### config.mk
export PLATFORM = sky130hd
export DESIGN_NAME = pi_scheduler
export DESIGN_NICKNAME = d
export VERILOG_FILES = /design/src/rtl/pi_scheduler.sv
export SDC_FILE = /design/constraint.sdc
export NUM_CORES = 1
export LEC_CHECK = 0
export CORE_UTILIZATION = 55
export DETAILED_ROUTE_END_ITERATION = 10
export HOLD_SLACK_MARGIN = 0.08
export PLACE_DENSITY_LB_ADDON = 0.12
export REMOVE_ABC_BUFFERS = 1
export SKIP_CTS_REPAIR_TIMING = 1
export SKIP_LAST_GASP = 1
export SLEW_MARGIN = 20
export SYNTH_ARGS = -nofsm -noshare
export SYNTH_HDL_FRONTEND = slang
export SYNTH_SLANG_ARGS = --single-unit
export TNS_END_PERCENT = 20
### constraint.sdc
create_clock -name clk -period 8.4 [get_ports clk]
set_input_delay 2.52 -clock clk [delete_from_list [all_inputs] [get_ports clk]]
set_output_delay 2.52 -clock clk [all_outputs]
set_load 0.1 [all_outputs]
### src/rtl/pi_scheduler.sv
// Time-multiplexed PI controller: NCH channels share one multiply/accumulate datapath,
// granted round-robin and processed through a fixed IDLE/MULT/ACC/OUT sequence.
module pi_scheduler #(
    parameter int NCH  = 4,
    parameter int EW   = 16,
    parameter int OW   = 32,
    parameter int KP   = 32'sd1,
    parameter int KI   = 32'sd1000,
    parameter int IMAX = 32'sd1073741823
) (
    input  logic                   clk,
    input  logic                   rst_n,
    input  logic [NCH-1:0]         req,
    input  logic [NCH*EW-1:0]      err,
    input  logic [NCH-1:0]         clr,
    output logic [NCH-1:0]         ack,
    output logic                   out_valid,
    output logic [$clog2(NCH)-1:0] out_ch,
    output logic [OW-1:0]          out_data,
    output logic                   busy
);

    localparam int CW = $clog2(NCH);
    localparam int PW = OW + EW;
    localparam int SW = PW + 1;

    localparam logic [1:0] ST_IDLE = 2'd0;
    localparam logic [1:0] ST_MULT = 2'd1;
    localparam logic [1:0] ST_ACC  = 2'd2;
    localparam logic [1:0] ST_OUT  = 2'd3;

    localparam logic [NCH-1:0]        L_ONE    = {{(NCH-1){1'b0}}, 1'b1};
    localparam logic signed [OW-1:0]  L_IMAX   = OW'(IMAX);
    localparam logic signed [SW-1:0]  L_IMAX_X = SW'(L_IMAX);
    localparam logic signed [SW-1:0]  L_OMAX   = $signed({{(SW-OW+1){1'b0}}, {(OW-1){1'b1}}});
    localparam logic signed [SW-1:0]  L_OMIN   = $signed({{(SW-OW+1){1'b1}}, {(OW-1){1'b0}}});

    // Sums are one bit wider than their operands, so these limits never see a wrapped value.
    function automatic logic signed [OW-1:0] clamp_integ(input logic signed [SW-1:0] v);
        if (v > L_IMAX_X) begin
            return L_IMAX;
        end else if (v < -L_IMAX_X) begin
            return -L_IMAX;
        end else begin
            return v[OW-1:0];
        end
    endfunction

    function automatic logic signed [OW-1:0] sat_out(input logic signed [SW-1:0] v);
        if (v > L_OMAX) begin
            return L_OMAX[OW-1:0];
        end else if (v < L_OMIN) begin
            return L_OMIN[OW-1:0];
        end else begin
            return v[OW-1:0];
        end
    endfunction

    logic [1:0]              r_state;
    logic [CW-1:0]           r_rr;
    logic [CW-1:0]           r_ch;
    logic signed [EW-1:0]    r_err;
    logic signed [PW-1:0]    r_p;
    logic signed [PW-1:0]    r_ip;
    logic signed [OW-1:0]    r_integ [NCH];
    logic [NCH-1:0]          r_ack;
    logic                    r_out_valid;
    logic [CW-1:0]           r_out_ch;
    logic signed [OW-1:0]    r_out_data;
    logic                    r_busy;

    logic                    w_gnt_vld;
    logic [CW-1:0]           w_gnt_ch;
    logic [CW-1:0]           w_idx;
    logic signed [PW-1:0]    w_err_x;
    logic signed [OW-1:0]    w_integ_cur;
    logic signed [OW-1:0]    w_integ_nxt;
    logic signed [SW-1:0]    w_acc_sum;
    logic signed [SW-1:0]    w_out_sum;

    // Round-robin arbiter: first requester at or above r_rr, wrapping modulo NCH.
    always_comb begin
        w_gnt_vld = 1'b0;
        w_gnt_ch  = '0;
        w_idx     = '0;
        for (int i = 0; i < NCH; i++) begin
            w_idx = r_rr + CW'(i);
            if (!w_gnt_vld && req[w_idx]) begin
                w_gnt_vld = 1'b1;
                w_gnt_ch  = w_idx;
            end else begin
                w_gnt_vld = w_gnt_vld;
            end
        end
    end

    // Shared datapath: sign-extended operands, integrator update and output sum.
    always_comb begin
        w_err_x     = PW'(r_err);
        w_integ_cur = r_integ[r_ch];
        w_acc_sum   = SW'(w_integ_cur) + SW'(r_ip);
        w_out_sum   = SW'(r_p) + SW'(w_integ_cur);
        w_integ_nxt = clamp_integ(w_acc_sum);
    end

    // Sequencer and registered outputs.
    always_ff @(posedge clk or negedge rst_n) begin
        if (!rst_n) begin
            r_state     <= ST_IDLE;
            r_rr        <= '0;
            r_ch        <= '0;
            r_err       <= '0;
            r_p         <= '0;
            r_ip        <= '0;
            r_ack       <= '0;
            r_out_valid <= 1'b0;
            r_out_ch    <= '0;
            r_out_data  <= '0;
            r_busy      <= 1'b0;
        end else begin
            r_ack       <= '0;
            r_out_valid <= 1'b0;
            case (r_state)
                ST_IDLE: begin
                    if (w_gnt_vld) begin
                        r_state <= ST_MULT;
                        r_busy  <= 1'b1;
                        r_ch    <= w_gnt_ch;
                        r_err   <= err[int'(w_gnt_ch)*EW +: EW];
                        r_ack   <= L_ONE << w_gnt_ch;
                    end
                end
                ST_MULT: begin
                    r_p     <= w_err_x * PW'(KP);
                    r_ip    <= w_err_x * PW'(KI);
                    r_state <= ST_ACC;
                end
                ST_ACC: begin
                    r_state <= ST_OUT;
                end
                ST_OUT: begin
                    r_out_data  <= sat_out(w_out_sum);
                    r_out_ch    <= r_ch;
                    r_out_valid <= 1'b1;
                    r_rr        <= r_ch + 1'b1;
                    r_state     <= ST_IDLE;
                    r_busy      <= 1'b0;
                end
                default: begin
                    r_state <= ST_IDLE;
                    r_busy  <= 1'b0;
                end
            endcase
        end
    end

    // Per-channel integrators; a clear wins over the write-back of an in-flight sample.
    always_ff @(posedge clk or negedge rst_n) begin
        if (!rst_n) begin
            for (int c = 0; c < NCH; c++) begin
                r_integ[c] <= '0;
            end
        end else begin
            for (int c = 0; c < NCH; c++) begin
                if (clr[c]) begin
                    r_integ[c] <= '0;
                end else if (r_state == ST_ACC && r_ch == CW'(c)) begin
                    r_integ[c] <= w_integ_nxt;
                end
            end
        end
    end

    assign ack       = r_ack;
    assign out_valid = r_out_valid;
    assign out_ch    = r_out_ch;
    assign out_data  = r_out_data;
    assign busy      = r_busy;

endmodule

Yosys cells after proc, flatten, opt, wreduce, memory -nomap -nowiden --
Index checks and enable logic that the tools add are counted.
Word-level totals: flip-flop bits (word level) 230, input bits 74
Operators by class: eq/ne operators 7, magnitude comparators 9, multipliers 1, reduce and logical (&&, ||, !) cells 19, mux-type cells 38, bitwise logic cells 1, $add $sub $neg 6, shift operators 2
Operators by type and width (count):
- $mux 32 | 14
- $bmux 32 s2 | 1
- $shiftx 64x7->16 | 1
- $gt 49x31->1 const B | 1
- $lt 49x31->1 const B | 1
- $add 16x32->33 | 1
- $add 32x27->33 | 1
- $gt 33x32->1 const B | 1
- $lt 33x32->1 const B | 1
- $mul 16x8->24 const B | 1
- $lt 2x3->1 const B | 4
- $mux 1 | 10
- $mux 2 | 5
- $reduce_bool 2->1 | 5
- $bmux 1 s2 | 4
- $eq 2x2->1 const B | 4
- $mux 4 | 2
- $pmux 2 s4 | 1
- $logic_and 1x1->1 | 7
- $add 2x1->2 const B | 2
- $add 2x2->2 const B | 2
- $eq 2x1->1 const B | 2
- $logic_not 2->1 | 2
- $reduce_and 2->1 | 2
- other kinds (6) | 8

Depth between registers and ports, before layout --
word-level depth 15, depth in mapped cells 17

Worst setup path before layout --
Ideal clock, no wire load.
path kind register to register, start point register r_err[7], end point register, netlist name r_ip[26], data required time 8280 ps, clock period less this slack 4785 ps, cell stages (with the launch flop) 16, slack 3615 ps, path buffers 0, data arrival time 4665 ps, library setup time 120 ps, path through dfrtp_1 -> fa_1 -> fa_1 -> fa_1 -> fa_1 -> ha_1 -> a21oi_1 -> nor2b_1 -> o21ai_0 -> nand2b_1 -> a221o_1 -> a31oi_1 -> o21ai_0 -> a2111oi_0 -> o21ai_0 -> a31o_2
On the way: cells in the longest elaborated chain, start to end 1
Ends and longest elaborated chain:
- start: declaration | line 62 | logic signed [EW-1:0] r_err;
- start signal: assignment | line 129 | r_err <= err[int'(w_gnt_ch)*EW +: EW];
- $mul 16x8->24 | line 135 | r_ip <= w_err_x * PW'(KI);
Every way passes these cells. A chain may end at the register's enable or synchronous reset.

Final worst setup path --
start point register r_ch[0], end point register r_integ[107] (netlist bit)
On the way: cells in the longest elaborated chain, start to end 10, elaborated cells on any way between the ends 14, classes of those cells 1 x add/sub; 2 x order compare; 7 x mux; 1 x bitwise; 3 x reduce/logical
Ends and longest elaborated chain:
- start: declaration | line 61 | logic [CW-1:0] r_ch;
- start signal: assignment | line 128 | r_ch <= w_gnt_ch;
- $not 2->3 (not written as such) | line 100 | w_integ_cur = r_integ[r_ch];
- $bmux 32 s2 | line 100
- $mux 32 (not written as such) (2 in series) | line 100
- $add 32x27->33 | line 101 | w_acc_sum = SW'(w_integ_cur) + SW'(r_ip);
- $lt 49x31->1 | line 42 | end else if (v < -L_IMAX_X) begin
- $mux 32 | line 42
- $mux 32 | line 40 | if (v > L_IMAX_X) begin
- $mux 32 | line 167 | end else if (r_state == ST_ACC && r_ch == CW'(c)) begin
- $mux 32 | line 165 | if (clr[c]) begin
- end signal: indexed assignment | line 168 | r_integ[c] <= w_integ_nxt;
- end: declaration | line 65 | logic signed [OW-1:0] r_integ [NCH];
Parallel ways exist; a longest one is shown, timed or not. The select of a mux whose other input is x is not followed.

==> summary.txt <==
Outcome
  • Status: finished clean

Die
  • Die W: 176.2 microns
  • Die area: 31050 sq um
  • Starting Density: 56.17%
  • Die H: 176.2 microns
  • I/O pin cnt: 114
  • Row count: 63
  • Core Area: 29720 sq um

Logic synthesis
  • Post-Synthesis Cell Area: 16690 sq um
  • Syn. warnings: 0
  • Flops & latches, synth: 228
  • Synth cell types: 73
  • Post-synth EDFFs: 0
  • Syn Inst Count: 1800
  • Asr flop ratio synth: 100.0%
  • Post-synthesis sequential area ratio: 34.18%
  • Syn_area_per_cell: 9.273 sq um
  • Most used flip-flop cell after synthesis: dfrtp_1

Layout
  • Share of post-route cells with drive strength above 1: 10.01%
  • Fin util: 63.86%
  • Most common cell after layout, fill and taps aside: nor2_1
  • Area grow syn2layout: 13.69%
  • Final net count: 2147
  • ANT cells: 0
  • Commonest non-fill, non-tap cells in the layout: 266 x nor2_1, 227 x dfrtp_1, 206 x nand2_1

Routing
  • # DRC: 0
  • Routed len/inst: 20.01 microns
  • Top Metal Used: met4
  • Number of routed nets with antenna violations: 0
  • DR vias: 13704
  • WL met1: 20760 microns
  • Total Wirelength: 45780 microns
  • Via density: 5.990
  • Met2 wire length: 20650 microns
  • DR pass1 iterations: 5
  • DR iter-0 viols: 1051
  • Met3 wire length: 3102 microns

Placed design
  • Port-buffer cells: 113
  • Gpl congestion: 0.9675
  • DP HPWL: 34020 microns

GRT
  • Gr usage total: 30.28%
  • Global route total overflow: 0
  • Number of global-route vias before repair: 13401
  • Initial antenna violation count: 0
  • Largest net degree at the start of global routing: 92
  • First-pass GRT wire length: 73250 microns

Clock network
  • CTS tree: built
  • CTS clock-pin slew for the worst setup and hold paths: 60 ps
  • Longest Clk Path Bufs: 3
  • Root Buffer: clkbuf_16
  • CTS H-tree lvls: 1
  • Clk sinks: 228
  • Skew-Pair Late Insertion Delay: 540 ps
  • Num CTS Buffers: 26

Timing
  • Worst Skew: 12.46 ps
  • Max Freq: 168.4 MHz
  • Slew Limit Fails: 0
  • Final Cycle Share: 70.68%
  • Worst slew pin tran: 1161 ps
  • Setup_tns: 0 ps
  • Minimum clock period: 5937 ps
  • Hold Vio Cnt, Final: 0
  • Final Setup Violations: 0
  • Slew margin rel.: 22.31%
  • RSZ-0062 raised after global routing: false

Critical path
  • R2r startpoint: r_ch[0]
  • Critical path type: flop to flop
  • Crit path max fanout: 25
  • Critical Path Source Type: flop
  • Critical path startpoint: r_ch[0]
  • Worst path required time: 8840 ps
  • Crit. End Element: flop
  • Data arrival, critical path: 6380 ps

Worst hold path
  • Worst hold-check path type: flop to flop
  • Worst hold start: r_integ[53]

Run
  • MaxCap Viol Count: 0
-- critical path, stage by stage, from the launching register on --
cell       delay, ps
dfrtp_2          950
mux4_2           650
ha_1             350
o21ai_0          430
o21ai_1          130
a21oi_1          670
nor2_1           170
o32a_1           460
xnor2_2          300
a2111oi_4       1060
buf_4            390
nor2_1            70
o21ai_1          160
-- synth_stat cells (5+ instances only) --
master / number / share of area (%)
nor2_1: 266 / 6.0
buf_2: 11 / 0.33
or3_1: 6 / 0.22
nor3_1: 15 / 0.45
and2_1: 10 / 0.37
o21ai_1: 75 / 2.2
o211ai_1: 9 / 0.40
a21oi_1: 87 / 2.6
a221oi_1: 8 / 0.42
dfrtp_1: 228 / 34
mux4_2: 32 / 4.3
o21ai_0: 111 / 3.3
nor2b_1: 14 / 0.52
a211oi_2: 5 / 0.37
a31oi_1: 5 / 0.19
o21a_1: 17 / 0.76
o21ai_2: 11 / 0.58
buf_4: 6 / 0.27
xor2_1: 24 / 1.3
a21o_1: 36 / 1.6
o22ai_1: 27 / 1.0
nor3b_1: 5 / 0.22
o31ai_1: 5 / 0.22
fa_1: 61 / 7.3
xnor2_1: 43 / 2.3
ha_1: 131 / 9.8
nor4_1: 5 / 0.19
and3_1: 9 / 0.34
nand3_1: 26 / 0.78
nand2_1: 206 / 4.6
mux2_2: 43 / 2.9
a31o_2: 5 / 0.26
o21bai_1: 8 / 0.36
a211o_1: 6 / 0.31
clkbuf_1: 56 / 1.3
nand4_1: 8 / 0.30
a211oi_1: 22 / 0.99
inv_1: 85 / 1.9
-- kinds of logic after synthesis --
kind of cell	share of synthesized area, %
mux	7.338
compound gates	17.76
flops	34.18
simple gates	15.57
buf+inv	4.063
fa+ha+maj	17.37
xor+xnor	3.710
-- worst paths after layout --
check | endpoint | slack [ps] | cells past startpoint
worst max-delay path | r_integ[107] | 2460 | 12
worst min-delay path | r_integ[53] | 480 | 2
worst max register to register | r_integ[107] | 2460 | 12
worst min register to register | r_integ[53] | 480 | 2
max in group asynchronous | r_integ[28] | 5050 | 2
min in group asynchronous | r_ip[14] | 1980 | 1
-- sequential cells by signal (all words and copies together), names as in the netlist --
register,count
r_state,2
out_data,32
ack,4
r_rr,2
busy,1
out_valid,1
out_ch,2
r_ch,2
r_integ,128
r_err,16
r_p,16
r_ip,22
-- layout make-up --
type	instances	area [sq um]
Sequential cell	228	5707
Multi-Input combinational cell	1407	10330
Clock inverter	9	75.07
Tap cell	390	488.0
Clock buffer	36	769.5
Inverter	85	319.1
Fill cell	2494	10740
Timing Repair Buffer	133	1290
-- metal layers --
metal	vias to the layer above	track usage [%]
li1	6481	-
met1	6717	43.66
met2	436	47.21
met3	70	4.565
met4	0	9.094
met5	-	0
-- through the flow --
stage | instances | hold slack, ps | cell area [sq um] | setup slack (ps)
2_1_floorplan | 1720 | 444.6 | 16330 | 2975
3_3_place_gp | 2242 | 456.9 | 18120 | 2610
3_5_place_dp | 2242 | 464.0 | 18120 | 2388
4_1_cts | 2287 | 477.5 | 18970 | 2399
5_1_grt | 2288 | 494.0 | 18980 | 2194
6_report | 2288 | 475.3 | 18980 | 2463
Power is not shown: default switching activity piles up to over one toggle a cycle in this logic, so the estimate is an artifact.
